===== config.mk =====
export PLATFORM = sky130hd
export DESIGN_NAME = button_debounce
export DESIGN_NICKNAME = d
export VERILOG_FILES = /design/src/rtl/button_pkg.sv /design/src/rtl/button_sync_ff.sv /design/src/rtl/button_debounce.sv
export SDC_FILE = /design/constraint.sdc
export NUM_CORES = 1
export LEC_CHECK = 0
export CAP_MARGIN = 20
export CORE_ASPECT_RATIO = 1.2
export CORE_UTILIZATION = 60
export CTS_BUF_LIST = sky130_fd_sc_hd__clkbuf_4 sky130_fd_sc_hd__clkbuf_8
export DETAILED_ROUTE_END_ITERATION = 6
export PLACE_DENSITY = 0.89
export SETUP_SLACK_MARGIN = 0.3
export SLEW_MARGIN = 40
export SYNTH_ARGS = -nofsm -noshare
export SYNTH_HDL_FRONTEND = slang
export SYNTH_HIERARCHICAL = 1
export SYNTH_SLANG_ARGS = --single-unit

===== constraint.sdc =====
create_clock -name Clk -period 3.8 [get_ports Clk]
set_input_delay 0.57 -clock Clk [delete_from_list [all_inputs] [get_ports Clk]]
set_output_delay 0.57 -clock Clk [all_outputs]
set_load 0.02 [all_outputs]

===== src/rtl/button_pkg.sv =====
// Shared types and default timing for the push-button front end.
// Cycle counts are derived from the board clock so callers can retune in one place.
package button_pkg;

  typedef enum logic [1:0] {
    S_IDLE  = 2'd0,
    S_PWAIT = 2'd1,
    S_DOWN  = 2'd2,
    S_RWAIT = 2'd3
  } debounce_state_t;

  localparam int CLK_HZ      = 50_000_000;
  localparam int DEBOUNCE_MS = 20;
  localparam int HOLD_MS     = 500;

  function automatic int ms_to_cycles(input int clk_hz, input int ms);
    return (clk_hz / 1000) * ms;
  endfunction

  localparam int DEF_SYNC_STAGES   = 2;
  localparam int DEF_STABLE_CYCLES = ms_to_cycles(CLK_HZ, DEBOUNCE_MS);
  localparam int DEF_HOLD_CYCLES   = ms_to_cycles(CLK_HZ, HOLD_MS);

endpackage


===== src/rtl/button_sync_ff.sv =====
// N-flop synchronizer for asynchronous single-bit inputs (buttons, switches).
// STAGES must be at least 2; the first flop may go metastable, later ones filter it.
module sync_ff #(
  parameter int STAGES = 2
) (
  input  logic Clk,
  input  logic Reset,
  input  logic D,
  output logic Q
);

  logic [STAGES-1:0] sr;

  always_ff @(posedge Clk or posedge Reset) begin
    if (Reset) begin
      sr <= '0;
    end else begin
      sr <= {sr[STAGES-2:0], D};
    end
  end

  assign Q = sr[STAGES-1];

endmodule


===== src/rtl/button_debounce.sv =====
// Debounces a raw push-button into a clean level plus press/release pulses and a long-press flag.
// All outputs are registered; the FSM only ever observes the synchronized input.
module button_debounce
  import button_pkg::*;
#(
  parameter int SYNC_STAGES   = DEF_SYNC_STAGES,
  parameter int STABLE_CYCLES = DEF_STABLE_CYCLES,
  parameter int HOLD_CYCLES   = DEF_HOLD_CYCLES
) (
  input  logic       Clk,
  input  logic       Reset,
  input  logic       Bis,
  output logic       Bo,
  output logic       Rise,
  output logic       Fall,
  output logic       Held,
  output logic [1:0] State
);

  localparam int CW = $clog2(STABLE_CYCLES);
  localparam int HW = $clog2(HOLD_CYCLES + 1);
  localparam logic [CW-1:0] CNT_LAST = CW'(STABLE_CYCLES - 1);
  localparam logic [HW-1:0] HOLD_MAX = HW'(HOLD_CYCLES);

  logic            bs;
  debounce_state_t state, state_nxt;
  logic [CW-1:0]   cnt, cnt_nxt;
  logic [HW-1:0]   hcnt, hcnt_nxt;
  logic            bo_nxt, rise_nxt, fall_nxt, held_nxt;

  sync_ff #(.STAGES(SYNC_STAGES)) u_sync (
    .Clk   (Clk),
    .Reset (Reset),
    .D     (Bis),
    .Q     (bs)
  );

  always_ff @(posedge Clk or posedge Reset) begin
    if (Reset) begin
      state <= S_IDLE;
      cnt   <= '0;
      hcnt  <= '0;
      Bo    <= 1'b0;
      Rise  <= 1'b0;
      Fall  <= 1'b0;
      Held  <= 1'b0;
    end else begin
      state <= state_nxt;
      cnt   <= cnt_nxt;
      hcnt  <= hcnt_nxt;
      Bo    <= bo_nxt;
      Rise  <= rise_nxt;
      Fall  <= fall_nxt;
      Held  <= held_nxt;
    end
  end

  always_comb begin
    state_nxt = state;
    cnt_nxt   = cnt;
    hcnt_nxt  = hcnt;
    rise_nxt  = 1'b0;
    fall_nxt  = 1'b0;

    case (state)
      S_IDLE: begin
        if (bs) begin
          state_nxt = S_PWAIT;
          cnt_nxt   = '0;
        end
      end
      S_PWAIT: begin
        if (!bs) begin
          state_nxt = S_IDLE;
        end else if (cnt == CNT_LAST) begin
          state_nxt = S_DOWN;
          rise_nxt  = 1'b1;
          hcnt_nxt  = '0;
        end else begin
          cnt_nxt = cnt + 1'b1;
        end
      end
      S_DOWN: begin
        if (hcnt != HOLD_MAX) hcnt_nxt = hcnt + 1'b1;
        if (!bs) begin
          state_nxt = S_RWAIT;
          cnt_nxt   = '0;
        end
      end
      S_RWAIT: begin
        // Hold time keeps accruing through a release glitch so it never restarts the long press.
        if (hcnt != HOLD_MAX) hcnt_nxt = hcnt + 1'b1;
        if (bs) begin
          state_nxt = S_DOWN;
        end else if (cnt == CNT_LAST) begin
          state_nxt = S_IDLE;
          fall_nxt  = 1'b1;
        end else begin
          cnt_nxt = cnt + 1'b1;
        end
      end
      default: begin
        state_nxt = S_IDLE;
        cnt_nxt   = '0;
      end
    endcase

    bo_nxt   = (state_nxt == S_DOWN) || (state_nxt == S_RWAIT);
    held_nxt = bo_nxt && (hcnt_nxt == HOLD_MAX);
  end

  assign State = state;

endmodule


Word-level counts from Yosys, hierarchy flattened
Index checks and enable logic that the tools add are counted.
{"block": "op_classes", "n_reduce_logical": 5, "mux": 22, "addsub": 2, "eq_ne": 12}
{"operator": "20-bit two-way mux", "n": 5}
{"operator": "20-bit case mux with 4 select lines", "n": 1}
{"operator": "25-bit two-way mux", "n": 3}
{"operator": "25-bit case mux with 2 select lines", "n": 1}
{"operator": "25-bit by 1-bit adder with 25-bit output (second input constant)", "n": 1}
{"operator": "25-bit == test (second input constant)", "n": 1}
{"operator": "25-bit inequality test (second input constant)", "n": 1}
{"operator": "20-bit by 1-bit adder with 20-bit output (second input constant)", "n": 1}
{"operator": "20-bit == test (second input constant)", "n": 1}
{"operator": "2-bit two-way mux", "n": 6}
{"operator": "2-bit == test (second input constant)", "n": 4}
{"operator": "2-bit case mux with 4 select lines", "n": 1}
{"operator": "1-bit two-way mux", "n": 5}
{"operator": "2-bit by 1-bit inequality test with 1-bit output (second input constant)", "n": 2}
{"operator": "2-bit inequality test (second input constant)", "n": 2}
{"operator": "4-bit AND reduction", "n": 1}
{"operator": "2-bit by 1-bit == test with 1-bit output (second input constant)", "n": 1}
{"operator": "2-bit zero test", "n": 1}
{"operator": "2-bit OR reduction", "n": 1}
{"operator": "1-bit logical AND", "n": 1}
{"operator": "1-bit logical OR", "n": 1}
{"block": "word_totals", "regBits": 53, "in_bits": 3, "word_cells": 49, "output_inout_bits": 6}

Longest topological paths before layout
{"block": "logic_depth", "ltp_word": 7, "mapped_depth": 9, "mapped_depth_nobuf": 8}

Hierarchy
The synthesis kept the hierarchy.
{"mod": "button_debounce", "seq_area_each_um2": 1276.2, "n_inst": 1, "cells_each": 334, "area_each_um2": 2972.9}
{"mod": "sync_ff", "seq_area_each_um2": 50.0, "n_inst": 1, "cells_each": 3, "area_each_um2": 53.8}

Least setup slack after synthesis
OpenSTA, ideal clock, no wires.
{"block": "synth_timing", "kind": "reg-to-reg", "startpoint": "register state[1] (netlist: State[1])", "endpoint": "register Held", "synth_period_minus_slack_ns": 2.486, "path_slack_ns": 1.314, "setup_time_ns": 0.096, "arrival_time_ns": 2.391, "n_path_buf": 1, "t_required_ns": 3.704, "stages_incl_launch_ff": 9, "cell_sequence": "dfrtp_1 clkbuf_1 and3_1 nand4_2 or3_1 a21oi_1 nand2_1 or4_4 nor4_2"}
{"block": "synth_between", "elab_cells_between_ends": 18, "cone_classes": "eq/ne: 6; mux: 8; reduce/logical: 4"}
{"item": "from (decl)", "line_no": "button_debounce.sv:26", "text": "debounce_state_t state, state_nxt;"}
{"item": "from (signal assigned)", "line_no": "button_debounce.sv:48", "text": "state <= state_nxt;"}
{"item": "2-bit == test", "line_no": "button_debounce.sv:65", "text": "case (state)"}
{"item": "2-bit OR reduction (no source line)"}
{"item": "25-bit case mux with 2 select lines *", "line_no": "button_debounce.sv:65"}
{"item": "net hcnt_nxt[16]", "line_no": "button_debounce.sv:28", "text": "logic [HW-1:0] hcnt, hcnt_nxt;"}
{"item": "25-bit == test *", "line_no": "button_debounce.sv:109", "text": "held_nxt = bo_nxt && (hcnt_nxt == HOLD_MAX);"}
{"item": "1-bit logical AND *", "line_no": "button_debounce.sv:109"}
{"item": "net held_nxt", "line_no": "button_debounce.sv:29", "text": "logic bo_nxt, rise_nxt, fall_nxt, held_nxt;"}
{"item": "to (signal assigned)", "line_no": "button_debounce.sv:54", "text": "Held <= held_nxt;"}
{"item": "to (decl)", "line_no": "button_debounce.sv:16", "text": "output logic Held,"}
The timed path passes the listed nets; every way through them passes the cells marked *.
A chain may end at the register's enable or synchronous reset.

Final worst setup path
{"block": "layout_timing", "startpoint": "register state[1] (netlist: State[1])", "endpoint": "register Held"}
{"block": "layout_between", "elab_chain_len": 6, "elab_cells_between_ends": 18, "cone_classes": "eq/ne: 6; mux: 8; reduce/logical: 4"}
{"item": "parallel branches: the longest is 5 deep, another holds 25-bit case mux with 2 select lines"}
{"item": "1-bit logical AND *", "line_no": "button_debounce.sv:109"}
{"item": "net held_nxt", "line_no": "button_debounce.sv:29"}
Mark *: on every way through the listed nets, which the timed path passes.

==> results by group <==
Power and ir drop
  – Register share of total power: roughly 58%
  – Internal power: 0.775 mW
  – Max VDD drop: 0.300 mV
  – Clk pwr share: between 30% and 40%
  – Combinational group share of total power: under 10%
  – Final Power: 0.994 mW
  – Switching share of power: roughly 22%
  – Power Dens Cells: 306 nW/µm²
  – Leakage power: 1.36 nW
  – NetSw: 0.218 mW

Clocking
  – Setup bufs post-CTS: 0
  – Post_cts resized: 0
  – CTS tree: built
  – Num Clock Sinks: 53
  – Hold_buf cts: 0
  – Clk buf depth: 2
  – Worst-Skew Late Latency: 320 ps
  – CTS root buffer: clkbuf_8
  – H-tree depth: 2
  – Clk pin slew, worst setup/hold paths: 100 ps
  – Total CTS buffers: 5

Setup path
  – R2R Setup Slk: just over 800 ps
  – Worst Setup End Kind: register
  – WP data arrival: 3210 ps
  – Crit path required time: 4030 ps
  – Critical path startpoint category: register
  – CP Class: register to register
  – Worst-path fanout max: 19

Timing
  – Fin. max-slew vios: 0
  – RSZ-0062 raised after global routing: no
  – Final hold violations: 0
  – FMAX: 0.336 GHz
  – Min cycle time layout: 2970 ps
  – Final setup vio count: 0
  – WHS: 361 ps
  – PnR worst setup slack: around 830 ps
  – Fin crit share: 78.3%
  – Slew Limit Headroom: a little over half
  – Skew final: 10.9 ps
  – Least-Margin Pin Slew: between 700 and 800 ps
  – Setup_tns: 0 ps

Logic synthesis
  – Register area share after synthesis: 43.8%
  – Dominant synthesized flop cell: dfrtp_1
  – Post-synth cell types: 51
  – EDFF count, synth: 0
  – Synthesized area per cell: 8.98 µm²
  – Mapped Cells: 337
  – Synth async-reset ratio: between 90% and 100%
  – Synth Net Count: 343
  – Synth warn: 6
  – Synthesized area: 3030 µm²
  – #FFs+latches synth: 53

Die
  – Die area: 5330 µm²
  – # IOs: 9
  – DIE WIDTH: 66.8 µm
  – Core footprint: 4730 µm²
  – Starting density of the core: 64.0%
  – Placement Rows: 27
  – Die Height: 79.8 µm

Route
  – Total routed wirelength: 6.77 mm
  – DR iter-0 viols: 280
  – Routed Antenna Nets: 0
  – First-pass DRT Iterations: 4
  – DRC viols: 0
  – WL per Instance: 17.1 µm
  – Routed via count: 2586
  – DR vias/cell: 6.55

Global route
  – Initial antenna violation count: 0
  – First-pass GRT wire length: 11.5 mm
  – Largest net degree at the start of global routing: 52
  – Congestion Overflow GR: 0
  – Total GRT Usage: 28.8%
  – Vias in the first global route: 2518

Final layout
  – Synth-to-Final Area Change: 7.32%
  – Fin area: roughly 3200 µm²
  – Final design utilization: approximately 69%
  – Fin cells: 395
  – N_diodes: 0
  – # nets final: 342
  – Layout cells sized above 1: 7.72%

Run
  – Max Cap Viol: 0

Worst hold path
  – Worst hold path type: register to register

Place
  – GPL Wtd Cong: between 0.9 and 1
  – Dpl ws: 892 ps
  – Buffers on Ports: 8
  – Post-placement cell area: 3130 µm²
  – Placed wire-length estimate: between 4 and 5 mm
  – Cell Count Post-Placement: 387

Status
  – Outcome: complete, no violations
==> synth_stat cells, types with 2 or more instances <==
master,number,share of area (%)
ha_1,3,1.2
nand4_1,13,2.7
xnor2_1,11,3.2
o31ai_1,5,1.2
or3_1,10,2.1
or2_2,2,0.41
o21a_1,2,0.50
nand2b_1,3,0.62
nor4_2,2,0.83
and4b_1,3,0.99
nand2_1,30,3.7
nor2_1,31,3.8
dfrtp_1,53,44
nor4_1,5,1.0
nand4b_1,4,1.2
xor2_1,13,3.8
nand3_1,20,3.3
and4_1,5,1.4
nor3_1,7,1.2
nor4b_1,3,0.87
buf_2,6,0.99
a21oi_1,16,2.6
and3_1,8,1.7
a31oi_1,7,1.4
clkbuf_1,11,1.4
inv_1,14,1.7
o21ai_0,26,4.3
==> placed cells by master (no fill, tap or decap), types with 5 or more instances in the layout <==
cell type        instances
and3_1                   8
xnor2_1                 11
dfrtp_1                 53
a31oi_1                  7
clkdlybuf4s50_1          8
xor2_1                  13
nor2_1                  31
inv_1                   13
o31ai_1                  5
nand2_1                 30
or3_1                   10
nor3_1                   7
and4_1                   5
a21oi_1                 16
nand3_1                 20
nand4_1                 13
clkbuf_8                 5
o21ai_0                 26
==> worst max-delay path, stage by stage, from the launching register on <==
cell and delay [ps]:
dfrtp_1 760, clkinv_1 620, a31oi_4 480, xnor2_1 190
nand2_1 80, or4_4 480, nor4_2 280
==> area by class of cell <==
class,instances,area (µm²)
multi-input combinational,252,1590
fill,381,1480
sequential,53,1330
timing repair buffer,9,87.6
tap,58,72.6
clock buffer,5,68.8
inverter,15,58.8
clock inverter,3,43.8
==> flip-flops by register name (all words and copies together), names as in the netlist <==
register   flops
Rise           1
State          2
cnt           20
hcnt          25
u_sync/sr      2
Fall           1
Bo             1
Held           1
==> worst paths after layout <==
kind	from	to	depth (start not counted)
setup / recovery	State[1]$_DFF_PP0_	Held$_DFF_PP0_	6
hold / removal	u_sync/sr[0]$_DFF_PP0_	u_sync/sr[1]$_DFF_PP0_	0
setup reg to reg	State[1]$_DFF_PP0_	Held$_DFF_PP0_	6
hold reg to reg	u_sync/sr[0]$_DFF_PP0_	u_sync/sr[1]$_DFF_PP0_	0
max in group asynchronous	Reset	hcnt[24]$_DFF_PP0_	2
min in group asynchronous	Reset	u_sync/sr[1]$_DFF_PP0_	2
==> layer usage <==
metal  routed length, µm  vias to the layer above  global-route usage [%]
met5                   0                        -                       0
met4                 228                        0                    16.4
met3                 265                       23                    5.57
met2                3490                       66                    47.8
met1                2790                     1278                    34.2
li1                    -                     1219                       -
==> power groups by stage <==
| stage | Clock (mW) | Sequential (mW) | Combinational [mW] |
|---|---|---|---|
| after floorplan | 0 | 0.586 | 0.0213 |
| after global placement | 0 | 0.586 | 0.0296 |
| after detailed placement | 0 | 0.587 | 0.0320 |
| after CTS | 0.394 | 0.576 | 0.0321 |
| after global routing | 0.417 | 0.577 | 0.0351 |
| final | 0.387 | 0.575 | 0.0309 |
==> kinds of logic after synthesis <==
logic type	count (synthesis)	synth area share [%]
buf+inv	32	4.22
mux	2	0.703
simple gates	155	29.1
fa+ha+maj	3	1.24
compound gates	68	14.0
flops	53	43.8
xor+xnor	24	6.94
(Power assumes the default switching activity.)
